==> config.mk <==
export PLATFORM = sky130hd
export DESIGN_NAME = tug_referee
export DESIGN_NICKNAME = d
export VERILOG_FILES = /design/src/rtl/tug_referee.sv
export SDC_FILE = /design/constraint.sdc
export NUM_CORES = 1
export LEC_CHECK = 0
export CORE_UTILIZATION = 40
export CTS_CLUSTER_DIAMETER = 30
export DETAILED_ROUTE_END_ITERATION = 10
export DONT_BUFFER_PORTS = 1
export GPL_ROUTABILITY_DRIVEN = 0
export PLACE_DENSITY = 0.52
export SLEW_MARGIN = 15
export SYNTH_ARGS = -nofsm -noshare
export SYNTH_HDL_FRONTEND = slang
export SYNTH_SLANG_ARGS = --single-unit
==> constraint.sdc <==
create_clock -name clk -period 2.38 [get_ports clk]
set_clock_uncertainty 0.15 [all_clocks]
set_input_delay 0.595 -clock clk [delete_from_list [all_inputs] [get_ports clk]]
set_output_delay 0.595 -clock clk [all_outputs]
set_load 0.02 [all_outputs]
==> src/rtl/tug_referee.sv <==
// Round/match controller for the tug-of-war field: gates and arbitrates presses,
// scores round wins at the field ends, freezes and re-centres the field, latches the winner.
module tug_referee #(
    parameter int HOLD_CYCLES  = 8,
    parameter int MATCH_POINTS = 7,
    parameter int SCORE_W      = 3
) (
    input  logic               clk,
    input  logic               reset,
    input  logic               L,
    input  logic               R,
    input  logic               leftEnd,
    input  logic               rightEnd,
    output logic               fieldL,
    output logic               fieldR,
    output logic               fieldReset,
    output logic [SCORE_W-1:0] leftScore,
    output logic [SCORE_W-1:0] rightScore,
    output logic [1:0]         winner,
    output logic               playing
);

    localparam int HOLD_W = (HOLD_CYCLES > 1) ? $clog2(HOLD_CYCLES) : 1;
    localparam logic [HOLD_W-1:0]  HOLD_LOAD = HOLD_W'(HOLD_CYCLES - 1);
    localparam logic [SCORE_W-1:0] MATCH_PTS = SCORE_W'(MATCH_POINTS);

    typedef enum logic [1:0] {
        START = 2'd0,
        PLAY  = 2'd1,
        HOLD  = 2'd2,
        DONE  = 2'd3
    } state_t;

    state_t              r_state, w_state_next;
    logic [HOLD_W-1:0]   r_hold, w_hold_next;
    logic [SCORE_W-1:0]  r_lscore, w_lscore_next, w_lscore_inc;
    logic [SCORE_W-1:0]  r_rscore, w_rscore_next, w_rscore_inc;
    logic [1:0]          r_winner, w_winner_next;
    logic                w_in_play, w_lpush, w_rpush, w_lpoint, w_rpoint;

    // Simultaneous presses cancel, so at most one push (and one point) per cycle.
    assign w_in_play    = (r_state == PLAY);
    assign w_lpush      = w_in_play & L & ~R;
    assign w_rpush      = w_in_play & R & ~L;
    assign w_lpoint     = w_lpush & leftEnd;
    assign w_rpoint     = w_rpush & rightEnd;
    assign w_lscore_inc = r_lscore + 1'b1;
    assign w_rscore_inc = r_rscore + 1'b1;

    always_ff @(posedge clk) begin
        if (reset) begin
            r_state  <= START;
            r_hold   <= '0;
            r_lscore <= '0;
            r_rscore <= '0;
            r_winner <= 2'b00;
        end else begin
            r_state  <= w_state_next;
            r_hold   <= w_hold_next;
            r_lscore <= w_lscore_next;
            r_rscore <= w_rscore_next;
            r_winner <= w_winner_next;
        end
    end

    always_comb begin
        w_state_next  = r_state;
        w_hold_next   = r_hold;
        w_lscore_next = r_lscore;
        w_rscore_next = r_rscore;
        w_winner_next = r_winner;
        case (r_state)
            START: w_state_next = PLAY;
            PLAY: begin
                if (w_lpoint) begin
                    w_lscore_next = w_lscore_inc;
                    if (w_lscore_inc == MATCH_PTS) begin
                        w_state_next  = DONE;
                        w_winner_next = 2'b10;
                    end else begin
                        w_state_next = HOLD;
                        w_hold_next  = HOLD_LOAD;
                    end
                end else if (w_rpoint) begin
                    w_rscore_next = w_rscore_inc;
                    if (w_rscore_inc == MATCH_PTS) begin
                        w_state_next  = DONE;
                        w_winner_next = 2'b01;
                    end else begin
                        w_state_next = HOLD;
                        w_hold_next  = HOLD_LOAD;
                    end
                end
            end
            HOLD: begin
                if (r_hold == '0) begin
                    w_state_next = START;
                end else begin
                    w_hold_next = r_hold - 1'b1;
                end
            end
            DONE: w_state_next = DONE;
            default: w_state_next = START;
        endcase
    end

    // Field pushes and playing are masked by reset so the field sees nothing while held.
    assign fieldL     = w_lpush & ~reset;
    assign fieldR     = w_rpush & ~reset;
    assign fieldReset = reset | (r_state == START);
    assign playing    = w_in_play & ~reset;
    assign leftScore  = r_lscore;
    assign rightScore = r_rscore;
    assign winner     = r_winner;

endmodule

==> impl_metrics.env <==
export IMPL_initial_core_util_pct=44.5
export IMPL_die_area_um2=2210
export IMPL_fp_dieH_um=47.0
export IMPL_diodes=0
export IMPL_maxClockFrequency_ghz=0.434
export IMPL_drv_slew=0
export IMPL_core_rowCount=15
export IMPL_most_common_layout_cells="13 x sky130_fd_sc_hd__dfxtp_1, 10 x sky130_fd_sc_hd__ha_1, 8 x sky130_fd_sc_hd__nor2_1, 7 x sky130_fd_sc_hd__inv_1, 7 x sky130_fd_sc_hd__nand2_1"
export IMPL_port_buffers=0
export IMPL_antenna_found_initial=0
export IMPL_outcome="completed"
export IMPL_syn_area_um2=811
export IMPL_drt_first_iter_violations=6
export IMPL_remaining_drc_errors=0
export IMPL_drt_first_pass_iters=3
export IMPL_avgViaCountPerCell=5.41
export IMPL_worstSkewPairLatency_ns=0.28
export IMPL_holdCritStartpoint="reset"
export IMPL_drt_wl_total_um=1600
export IMPL_grt_total_usage_pct=17.2
export IMPL_min_period_ns=2.30
export IMPL_clock_tree_buffer_depth=2
export IMPL_worst_ir_drop_vdd_mv=0.398
export IMPL_setup_tns_ns=0
export IMPL_grt_overflow_total=0
export IMPL_synthesis_nets=106
export IMPL_routed_via_count=638
export IMPL_floorplan_die_width_um=47.0
export IMPL_hpwlAfterDp_um=1240
export IMPL_critical_path_required_ns=1.63
export IMPL_finalHoldViolCount=0
export IMPL_endpoint_kind="primary output"
export IMPL_fp_coreArea_um2=1820
export IMPL_synth_ff_latch_count=13
export IMPL_routed_wire_length_per_instance_um=13.5
export IMPL_filler_cell_count=180
export IMPL_multi_input_comb_area_um2=500
export IMPL_grt_setup_unrepaired="no"
export IMPL_ant_nets=0
export IMPL_vias_in_the_first_global_route=618
export IMPL_layout_cells_most_common="sky130_fd_sc_hd__dfxtp_1"
export IMPL_grt_max_degree=16
export IMPL_max_slew_worst_pin_slew_ns=0.365
export IMPL_power_leakage_nw=0.363
export IMPL_relSlewSlack_pct=75.1
export IMPL_path_class="reg2out"
export IMPL_area_growth_syn_to_layout_pct=6.17
export IMPL_global_route_wire_length_before_repair_um=2620
export IMPL_maxCapViolCount=0
export IMPL_cts_root_buf="sky130_fd_sc_hd__clkbuf_4"
export IMPL_yosys_warnings=0
export IMPL_num_nets_final=110
export IMPL_synth_cell_types=30
export IMPL_cp_max_fo=9
export IMPL_launching_element_type_of_the_critical_path="register"
export IMPL_synth_sequential_area_ratio_pct=32.1
export IMPL_cts_tree="done"
export IMPL_worst_setup_path_startpoint="r_state[1]$_SDFFE_PP0P_"
export IMPL_critPathArrivalTime_ns=1.56
export IMPL_final_cell_count_no_fill=118
export IMPL_hold_class="in2reg"
export IMPL_placedCellCount=114
export IMPL_synthesis_area_per_instance_um2=9.01
export IMPL_numClockSinks=13
export IMPL_final_setup_viol_count=0
export IMPL_synth_cells=90
export IMPL_power_density_nw_per_um2=867
export IMPL_r2r_start="r_state[1]$_SDFFE_PP0P_"
export IMPL_cts_htree_levels=1
export IMPL_finalCritPeriodShare_pct=96.8
export IMPL_io_pins=18
export IMPL_share_of_cells_above_drive_strength_1_pct=10.8
export IMPL_cts_buffers=3
export IMPL_path_clk_slew_ns=0.09
export IMPL_regArea_um2=260
export IMPL_post_cts_hold_buffer_count=0
-- Yosys cell counts, drive strengths merged --
library cell  number  share of area, %
o221a              1               1.4
buf                2               2.8
a211oi             5               4.6
dfxtp             13                32
ha                10                15
and3b              2               2.2
o21ai              2               1.2
a21oi              4               2.5
nand3              4               2.5
nand2              7               3.2
a41oi              2               2.2
nor2               8               3.7
nor2b              1              0.77
and3               1               1.4
nand2b             2               1.5
a211o              1               1.1
a32oi              1               1.1
nand3b             1              0.93
mux2               1               1.9
inv                7               3.2
nand4              1              0.77
clkbuf             1              0.46
nor3               1              0.62
a21o               1              0.93
nand4b             2               2.2
or2                1              0.77
a2111oi            1               1.1
xor2               4               4.3
and4b              2               2.5
and2               1              0.77
-- registers in the layout (all words and copies together), names as in the netlist --
name / flops
winner: 2
rightScore: 3
r_hold: 3
r_state: 2
leftScore: 3
-- cell type report --
| type | instances | area share, % |
|---|---|---|
| well taps | 25 | 3.63 |
| repair buffers | 2 | 1.74 |
| clock buffers | 3 | 2.62 |
| inverters | 7 | 3.05 |
| flip-flops and latches | 13 | 30.2 |
| multi-input cells | 67 | 58.1 |
| clock inverters | 1 | 0.581 |
-- logic make-up (layout without fill, tap and decap cells) --
kind of cell	Yosys count	after routing	synth area share (%)
DFF	13	13	32.1
xor gates and xnor gates	4	4	4.32
buffers and inverters	10	13	6.48
AOI/OAI and AO/OA	18	18	16.1
muxes	1	1	1.85
and+or+nand+nor	34	34	23.8
adders and majority gates	10	10	15.4
-- final timing paths --
| check | end | slack (ns) | depth (start not counted) |
|---|---|---|---|
| max | fieldR | 0.08 | 4 |
| min | leftScore[0]$_SDFFE_PP0P_ | 0.22 | 1 |
| max reg2reg | r_hold[1]$_SDFFE_PP0P_ | 0.28 | 6 |
| min reg2reg | r_hold[0]$_SDFFE_PP0P_ | 0.38 | 2 |
-- stage by stage --
stage	hold slack [ns]	setup slack, ns	power, mW	util [%]	area (um^2)
floorplan	0.340	0.269	0.560	-	811
global placement	0.369	0.333	0.605	45.6	831
detailed placement	0.375	0.296	0.608	45.6	831
CTS	0.210	0.0208	0.752	47.1	858
global route	0.199	0.0000610	0.809	47.3	861
finish	0.219	0.0750	0.746	47.3	861
-- critical path, cell delays in order (launching register included) --
cell	delay (ns)
sky130_fd_sc_hd__dfxtp_1	0.35
sky130_fd_sc_hd__inv_1	0.09
sky130_fd_sc_hd__ha_1	0.31
sky130_fd_sc_hd__nor2b_2	0.25
sky130_fd_sc_hd__and3b_1	0.30
-- report_power, final --
group	internal [mW]	switching (mW)
clock	0.0624	0.0791
sequential	0.255	0.0311
combinational	0.140	0.179
-- metal layers --
metal  wire length (um)  up-vias  track usage, %
met1                748      298            20.9
met3                 73        4            4.62
met4                 25        0            8.57
li1                   -      326               -
met5                  0        -               0
met2                751       10            28.1
-- repair_timing --
item                                    4_1_cts  5_1_grt
gates resized for setup                       0        1
setup buffers                                 0        0
endpoints found under the setup margin        0        2
No activity file was read; power rests on OpenSTA's default activity.
